<file path="config.mk">
export PLATFORM = sky130hd
export DESIGN_NAME = macro_ctrl
export DESIGN_NICKNAME = d
export VERILOG_FILES = /design/src/rtl/macro_ctrl.sv
export SDC_FILE = /design/constraint.sdc
export NUM_CORES = 1
export LEC_CHECK = 0
export BUFFER_PORTS_ARGS = -buffer_cell sky130_fd_sc_hd__clkbuf_2
export CORE_AREA = 2 2 337 339
export CTS_CLUSTER_DIAMETER = 100
export DETAILED_ROUTE_END_ITERATION = 10
export DIE_AREA = 0 0 339 341
export PLACE_DENSITY = 0.31
export REMOVE_ABC_BUFFERS = 1
export SLEW_MARGIN = 20
export SYNTH_ARGS = -nofsm -noshare
export SYNTH_HDL_FRONTEND = slang
export SYNTH_SLANG_ARGS = --single-unit
export TNS_END_PERCENT = 30
</file>
<file path="constraint.sdc">
create_clock -name clk -period 41.5 [get_ports clk]
set_clock_uncertainty 0.2 [all_clocks]
set_input_delay 4.15 -clock clk [delete_from_list [all_inputs] [get_ports clk]]
set_output_delay 4.15 -clock clk [all_outputs]
set_load 0.1 [all_outputs]
</file>
<file path="src/rtl/macro_ctrl.sv">
// macro_ctrl: command sequencer for a compute-in-memory macro (weight load, readback, compute).
module macro_ctrl #(
  parameter int ROWS = 64,
  parameter int MAC_LAT = 1
) (
  input  logic         clk,
  input  logic         rst,
  input  logic         cmd_valid,
  output logic         cmd_ready,
  input  logic [1:0]   cmd_op,
  input  logic [5:0]   cmd_addr,
  input  logic         w_valid,
  output logic         w_ready,
  input  logic [31:0]  w_data,
  input  logic [255:0] act_data,
  output logic         res_valid,
  input  logic         res_ready,
  output logic [1:0]   res_op,
  output logic [111:0] res_data,
  output logic         busy,
  output logic         err,
  output logic         m_STDW,
  output logic         m_STDR,
  output logic [5:0]   m_STD_A,
  output logic [31:0]  m_weight_in,
  output logic [255:0] m_act_in,
  input  logic [31:0]  m_weight_out,
  input  logic [111:0] m_PSUM
);
  typedef enum logic [2:0] {IDLE, LOAD, RBACK, COMP, OUT} state_t;
  state_t state_q;
  logic [5:0] row_q, addr_q;
  logic [3:0] lat_q;
  logic stdw_q, stdr_q, err_q;
  logic [31:0] wdata_q;
  logic [255:0] act_q;
  logic [111:0] res_data_q;
  logic [1:0] res_op_q;
  logic accept, w_hs, last_row;
  assign accept = cmd_valid && state_q == IDLE;
  assign w_hs = w_valid && state_q == LOAD;
  assign last_row = row_q == 6'(ROWS - 1);
  assign cmd_ready = state_q == IDLE;
  assign busy = state_q != IDLE;
  assign w_ready = state_q == LOAD;
  assign res_valid = state_q == OUT;
  assign res_op = res_op_q;
  assign res_data = res_data_q;
  assign err = err_q;
  assign m_STDW = stdw_q;
  assign m_STDR = stdr_q;
  assign m_STD_A = addr_q;
  assign m_weight_in = wdata_q;
  assign m_act_in = act_q;
  always_ff @(posedge clk or posedge rst) begin
    if (rst) begin
      state_q <= IDLE;
      row_q <= '0;
      lat_q <= '0;
      addr_q <= '0;
      wdata_q <= '0;
      act_q <= '0;
      stdw_q <= 1'b0;
      stdr_q <= 1'b0;
      err_q <= 1'b0;
      res_data_q <= '0;
      res_op_q <= '0;
    end else begin
      stdw_q <= w_hs;
      stdr_q <= 1'b0;
      err_q <= accept && cmd_op == 2'b11;
      if (w_hs) begin
        addr_q <= row_q;
        wdata_q <= w_data;
      end
      case (state_q)
        IDLE: if (accept) begin
          case (cmd_op)
            2'b00: state_q <= LOAD;
            2'b01: begin
              state_q <= COMP;
              act_q <= act_data;
              lat_q <= '0;
            end
            2'b10: begin
              state_q <= RBACK;
              stdr_q <= 1'b1;
              addr_q <= cmd_addr;
            end
            default: state_q <= IDLE;
          endcase
        end
        LOAD: if (w_valid) begin
          row_q <= last_row ? 6'd0 : row_q + 6'd1;
          state_q <= last_row ? IDLE : LOAD;
        end
        RBACK: begin
          res_data_q <= {80'd0, m_weight_out};
          res_op_q <= 2'b10;
          state_q <= OUT;
        end
        COMP: begin
          if (lat_q == 4'(MAC_LAT - 1)) begin
            res_data_q <= m_PSUM;
            res_op_q <= 2'b01;
            state_q <= OUT;
          end else lat_q <= lat_q + 4'd1;
        end
        OUT: if (res_ready) state_q <= IDLE;
        default: state_q <= IDLE;
      endcase
    end
  end
endmodule

</file>
==> impl_metrics.py, run 1 <==
metrics = {
    "critical_path": {
        "end_kind": "flop",
        "required_ns": 41.81,
        "path_max_fanout": 76,
        "crit_path_start_kind": "input pin",
        "crit_type": "input pin to flop",
        "crit_arrival_ns": 7.56,
    },
    "synthesis": {
        "synth_warnings": 0,
        "synth_top_family_by_area": "multiplexers",
        "synth_fa_ha_area_frac": 0.00513,
        "synth_common_cells": "424 x dfrtp_1, 201 x mux2_1, 165 x mux2_2",
        "synth-xor-area-share": 0.00103,
        "yosysTopAreaCell": "dfrtp_1",
        "yosysSeqAreaShare": 0.622,
        "synth_cell_types": 43,
        "muxShareOfSynthArea": 0.241,
        "ys_seq_elements": 424,
        "synth_compound_area_frac": 0.0325,
        "synthArstFlopShare": 1.00,
        "synth.top_cell.area_share": 0.622,
        "synth_area_um2": 17100,
        "synth_area_per_cell_um2": 14.4,
        "syn_inst": 1185,
        "synth_most_common_cell": "dfrtp_1",
        "ys.flop_type": "dfrtp_1",
        "yosys.area_share.simple": 0.0534,
        "synth_top_cells_by_area": "dfrtp_1 62%, mux2_1 13%, mux2_2 11%",
        "synth_edf_count": 0,
    },
    "global_routing": {
        "overflow": 0,
        "grt_pass1_vias": 14300,
        "grt_max_degree": 146,
        "antenna_found_initial": 21,
        "grt_pass1_wl_um": 99000,
        "grt_use_total": 0.114,
    },
    "sta": {
        "setup_viol": 0,
        "setup-tns-final_ns": 0,
        "drv_slew": 0,
        "fin_crit_sh": 0.175,
        "finalHoldViolCount": 0,
        "fin_crit_ns": 7.26,
        "fmax_ghz": 0.138,
        "rsz0062_at_grt": "no",
        "tightest_slew_ns": 1.02,
        "slew_headroom": 0.318,
    },
    "drt": {
        "dr.max_layer_used": "met5",
        "dr.pass1.iters": 7,
        "vias_per_cell": 3.60,
        "wl_met1_um": 25400,
        "wl_per_cell_um": 18.9,
        "antenna_left": 0,
        "wl_met2_um": 33200,
        "routed_wl_um": 67800,
        "drtIter0Drc": 341,
        "drc_errors": 0,
        "vias": 12900,
        "wl_met3_um": 7210,
    },
    "cells_and_area": {
        "num-nets-final": 2488,
        "drive_gt1_frac": 0.548,
        "multi_input_area_um2": 5730,
        "fill_cells": 12200,
        "areaGrowthSynthToFinish_pct": 43.8,
        "seqCellArea_um2": 10600,
    },
    "floorplan": {
        "fp-row-count": 123,
        "die_y_um": 341,
        "floorplan.initialDensity": 0.153,
        "top_level_ports": 860,
        "core_um2": 112000,
        "dieArea_um2": 116000,
        "die-width_um": 339,
    },
    "placed_design": {
        "dp_hpwl_um": 50800,
        "routabilityCongestion": 0.803,
        "port_buffers": 859,
    },
    "clocking": {
        "cts_tree": "built",
        "clk_pin_slew_ns": 0.05,
        "ctsLongestPathBuffers": 3,
        "clock-root-buffer": "clkbuf_16",
        "cts_sinks": 424,
        "post_cts_resize_count": 0,
        "hold_buffers": 0,
        "htreeDepth": 2,
        "clock_latency_ns": 0.63,
        "cts_setup_buffers": 0,
        "cts_buffers": 57,
    },
    "run": {
        "max_cap_viol_count": 0,
    },
    "worst_hold_path": {
        "min_path_type": "flop to flop",
    },
    "run_status": {
        "status": "finished, final reports clean",
    },
}
-- critical path, stage by stage --
cell and delay (ns):
clkbuf_2 0.11, inv_1 0.08, ha_1 0.19, and3_4 0.76, buf_4 0.80, buf_4 0.88
mux2_2 0.42
-- flip-flops by register name (all words and copies together) (netlist names) --
register	cells
m_STDW	1
m_STD_A	6
m_act_in	256
m_STDR	1
res_data	112
res_op	2
state_q	3
row_q	6
lat_q	4
m_weight_in	32
err	1
-- per-layer routing --
layer	global-route usage	vias to the layer above
li1	-	5870
met1	0.126	6308
met2	0.194	622
met3	0.0525	102
met4	0.0375	16
met5	0	-
-- placed cells by master (no fill, tap or decap), drive strengths merged, types with 2 or more instances in the layout --
master and n:
ha 7, a31oi 2, clkinv 11, nor3 2, buf 15, mux2 366
nand3 87, inv 13, dfrtp 424, diode 5, a21o 3, and3 3
a21oi 4, o21ai 84, o211ai 3, nor3b 3, nand2 84, clkbuf 945
xnor2 2, clkinvlp 3, or3b 2
-- per-stage QoR --
step | util | area, um2 | setup WS, ns | std cells | hold WS (ns)
global route | 0.219 | 24500 | 33.95 | 3584 | 0.300
finish | 0.219 | 24500 | 34.24 | 3585 | 0.281
floorplan | - | 16300 | 25.35 | 1103 | 0.288
detailed placement | 0.203 | 22700 | 33.45 | 3477 | 0.269
CTS | 0.219 | 24500 | 34.18 | 3580 | 0.282
global placement | 0.203 | 22700 | 33.51 | 3477 | 0.266
-- path summary, 6_finish.rpt --
path                                        endpoint                 startpoint  depth (start not counted)  slack [ns]
max in group asynchronous  res_data[110]$_DFFE_PP0P_                        rst                          4       35.53
max reg2reg                 m_act_in[14]$_DFFE_PP0P_     state_q[2]$_DFFE_PP0P_                          5       37.11
max                         m_act_in[14]$_DFFE_PP0P_                  cmd_op[1]                          7       34.24
min                        m_act_in[204]$_DFFE_PP0P_  m_act_in[204]$_DFFE_PP0P_                          1        0.28
min reg2reg                m_act_in[204]$_DFFE_PP0P_  m_act_in[204]$_DFFE_PP0P_                          1        0.28
min in group asynchronous  m_act_in[255]$_DFFE_PP0P_                        rst                          2        3.49
-- final cells by class --
type | count | area share
well taps | 1500 | 0.0764
flip-flops and latches | 424 | 0.432
clock inverters | 17 | 0.00566
diodes | 5 | 0.000510
inverters | 11 | 0.00199
clock buffers | 86 | 0.0695
multi-input cells | 668 | 0.233
repair buffers | 874 | 0.180
-- logic make-up (layout without fill, tap and decap cells) --
logic type | after synthesis | in the layout
and+or+nand+nor | 192 | 192
xor gates and xnor gates | 2 | 2
buffers and inverters | 93 | 988
adders and majority gates | 7 | 7
muxes | 366 | 366
other | 0 | 5
DFF | 424 | 424
AOI/OAI and AO/OA | 101 | 101
Power of run 1 is not shown: default switching activity piles up to over one toggle a cycle in this logic, so the estimate is an artifact.
==> run 2, diff against run 1 <==
--- a/config.mk
+++ b/config.mk
@@ -5,12 +5,13 @@
 export SDC_FILE = /design/constraint.sdc
 export NUM_CORES = 1
 export LEC_CHECK = 0
+export ABC_AREA = 1
 export BUFFER_PORTS_ARGS = -buffer_cell sky130_fd_sc_hd__clkbuf_2
-export CORE_AREA = 2 2 337 339
+export CORE_AREA = 2 2 331 333
 export CTS_CLUSTER_DIAMETER = 100
 export DETAILED_ROUTE_END_ITERATION = 10
-export DIE_AREA = 0 0 339 341
-export PLACE_DENSITY = 0.31
+export DIE_AREA = 0 0 333 335
+export PLACE_DENSITY = 0.33
 export REMOVE_ABC_BUFFERS = 1
 export SLEW_MARGIN = 20
 export SYNTH_ARGS = -nofsm -noshare
==> constraint.sdc (replaced) <==
create_clock -name clk -period 6 [get_ports clk]
set_clock_uncertainty 0.2 [all_clocks]
set_input_delay 0.6 -clock clk [delete_from_list [all_inputs] [get_ports clk]]
set_output_delay 0.6 -clock clk [all_outputs]
set_load 0.1 [all_outputs]
==> run 2 against run 1 <==
Net effect:
- clock-buffer cell count is 1 lower
- register-to-register slack worse by 35 ns
- area after synthesis shrank 0.23%
- final cell count rose by 29%
- largest cell class unchanged
- highest routed layer unchanged
==> impl_metrics.py, run 2 <==
metrics = {
    "sta": {
        "rsz0062_at_grt": "no",
        "fin_crit_sh": 0.581,
        "setup_viol": 0,
        "fmax_ghz": 0.287,
        "finalHoldViolCount": 0,
        "drv_slew": 0,
        "fin_crit_ns": 3.49,
        "tightest_slew_ns": 0.872,
        "worst_slack_ns": 2.51,
        "slew_headroom": 0.418,
    },
    "run_status": {
        "status": "finished, final reports clean",
    },
    "clocking": {
        "ctsLongestPathBuffers": 3,
        "clock_latency_ns": 0.62,
        "post_cts_resize_count": 0,
        "hold_buffers": 344,
        "cts_setup_buffers": 0,
        "clock-root-buffer": "clkbuf_16",
        "cts_tree": "built",
        "htreeDepth": 2,
        "cts_buffers": 55,
        "cts_sinks": 424,
        "clk_pin_slew_ns": 0.06,
    },
    "drt": {
        "vias_per_cell": 3.57,
        "vias": 16500,
        "dr.pass1.iters": 4,
        "drc_errors": 0,
        "wl_met1_um": 28900,
        "antenna_left": 0,
        "wl_met2_um": 38000,
        "routed_wl_um": 73400,
        "wl_met3_um": 4280,
        "wl_per_cell_um": 15.9,
        "drtIter0Drc": 592,
        "dr.max_layer_used": "met5",
    },
    "critical_path": {
        "crit_arrival_ns": 3.80,
        "startpoint": "state_q[2]$_DFFE_PP0P_",
        "path_max_fanout": 72,
        "r2r-start": "state_q[2]$_DFFE_PP0P_",
        "required_ns": 6.31,
        "cp_slowest_stage_delay_ns": 0.58,
        "slowest_stage": "nand3_2",
        "crit_type": "flop to flop",
        "critPathTopFamily": "simple AND/OR/NAND/NOR gates",
        "crit_path_start_kind": "flop",
        "end_kind": "flop",
        "path_buf_inv": 4,
        "crit_chain": "inv_2 > nand3_2 > nor2_4 > inv_2 > nand2_2 > inv_4 > buf_4 > nand2_1 > nand2_1",
    },
    "global_routing": {
        "overflow": 0,
        "grt_pass1_wl_um": 109000,
        "grt_use_total": 0.127,
        "grt_max_degree": 162,
        "antenna_found_initial": 5,
        "grt_pass1_vias": 17200,
    },
    "cells_and_area": {
        "design_area_um2": 28100,
        "drive_gt1_frac": 0.308,
        "fill_cells": 12100,
        "num-nets-final": 3610,
        "stdcell_count": 4614,
        "largest_reg_flops": 256,
        "seqCellArea_um2": 10600,
        "areaGrowthSynthToFinish_pct": 65.1,
        "num_antenna_cells": 0,
        "layout_commonest_cell": "clkbuf_2",
        "final_cell_mix": "859 x clkbuf_2, 847 x nand2_1, 424 x dfrtp_1",
        "multi_input_area_um2": 4880,
    },
    "placed_design": {
        "place_area_um2": 22900,
        "dp_hpwl_um": 54700,
        "port_buffers": 859,
        "routabilityCongestion": 0.787,
        "place_ws_ns": 2.38,
        "dp.cells": 4171,
    },
    "floorplan": {
        "floorplan.initialDensity": 0.158,
        "dieArea_um2": 112000,
        "die_y_um": 335,
        "die-width_um": 333,
        "core_um2": 108000,
        "fp-row-count": 121,
        "top_level_ports": 860,
    },
    "synthesis": {
        "synth_edf_count": 0,
        "synth.top_cell.area_share": 0.623,
        "synth_common_cells": "847 x nand2_1, 424 x dfrtp_1, 284 x inv_1",
        "syn_inst": 1974,
        "ys.flop_type": "dfrtp_1",
        "yosysTopAreaCell": "dfrtp_1",
        "synthArstFlopShare": 1.00,
        "synth_area_per_cell_um2": 8.63,
        "synth_area_um2": 17000,
        "synth_warnings": 0,
        "yosysSeqAreaShare": 0.623,
        "synth_cell_types": 25,
        "synth_top_cells_by_area": "dfrtp_1 62%, nand2_1 19%, o21ai_0 6.9%",
        "synth_most_common_cell": "nand2_1",
        "ys_seq_elements": 424,
    },
    "run": {
        "max_cap_viol_count": 0,
    },
    "worst_hold_path": {
        "min_path_type": "input pin to flop",
        "hold_start": "m_PSUM[67]",
    },
}
==> run 2: cell type report <==
cell class | instances | share of cell area
flip-flops and latches | 424 | 0.377
repair buffers | 1220 | 0.282
multi-input cells | 1167 | 0.174
well taps | 1414 | 0.0629
clock buffers | 85 | 0.0601
inverters | 290 | 0.0391
clock inverters | 14 | 0.00450
==> run 2: cell families after synthesis <==
family | share of synthesized area
flip-flops | 0.623
buffers and inverters | 0.0909
XOR/XNOR | 0.00206
AND/OR/NAND/NOR | 0.202
adder cells (fa/ha/maj) | 0.00514
AO/OA/AOI/OAI | 0.0766
==> run 2: path summary, 6_finish.rpt <==
check / slack [ns] / endpoint / cells after the start
hold reg to reg: 0.27 / res_data[98]$_DFFE_PP0P_ / 2
setup reg to reg: 2.51 / res_data[103]$_DFFE_PP0P_ / 9
hold / removal: 0.06 / res_data[67]$_DFFE_PP0P_ / 3
min in group asynchronous: 0.47 / m_act_in[100]$_DFFE_PP0P_ / 3
setup / recovery: 2.51 / res_data[103]$_DFFE_PP0P_ / 9
max in group asynchronous: 3.79 / res_data[3]$_DFFE_PP0P_ / 4
==> run 2: worst register-to-register path, stage by stage, from the launching register on <==
cell and delay (ns):
dfrtp_1 0.45, inv_2 0.09, nand3_2 0.58, nor2_4 0.32, inv_2 0.06, nand2_2 0.50
inv_4 0.38, buf_4 0.46, nand2_1 0.29, nand2_1 0.06
==> run 2: per-stage QoR <==
step | setup TNS (ns) | util | hold slack (ns)
2_1_floorplan | -3189.37 | - | 0.283
3_3_place_gp | 0 | 0.211 | 0.253
3_5_place_dp | 0 | 0.211 | 0.258
4_1_cts | 0 | 0.260 | 0.00264
5_1_grt | 0 | 0.260 | 0.0475
6_report | 0 | 0.260 | 0.0649
==> run 2: routing by layer <==
layer	track usage	up-vias
li1	-	8301
met1	0.143	7592
met2	0.232	465
met3	0.0337	117
met4	0.0430	6
met5	0	-
Power of run 2 is left out for the same reason.
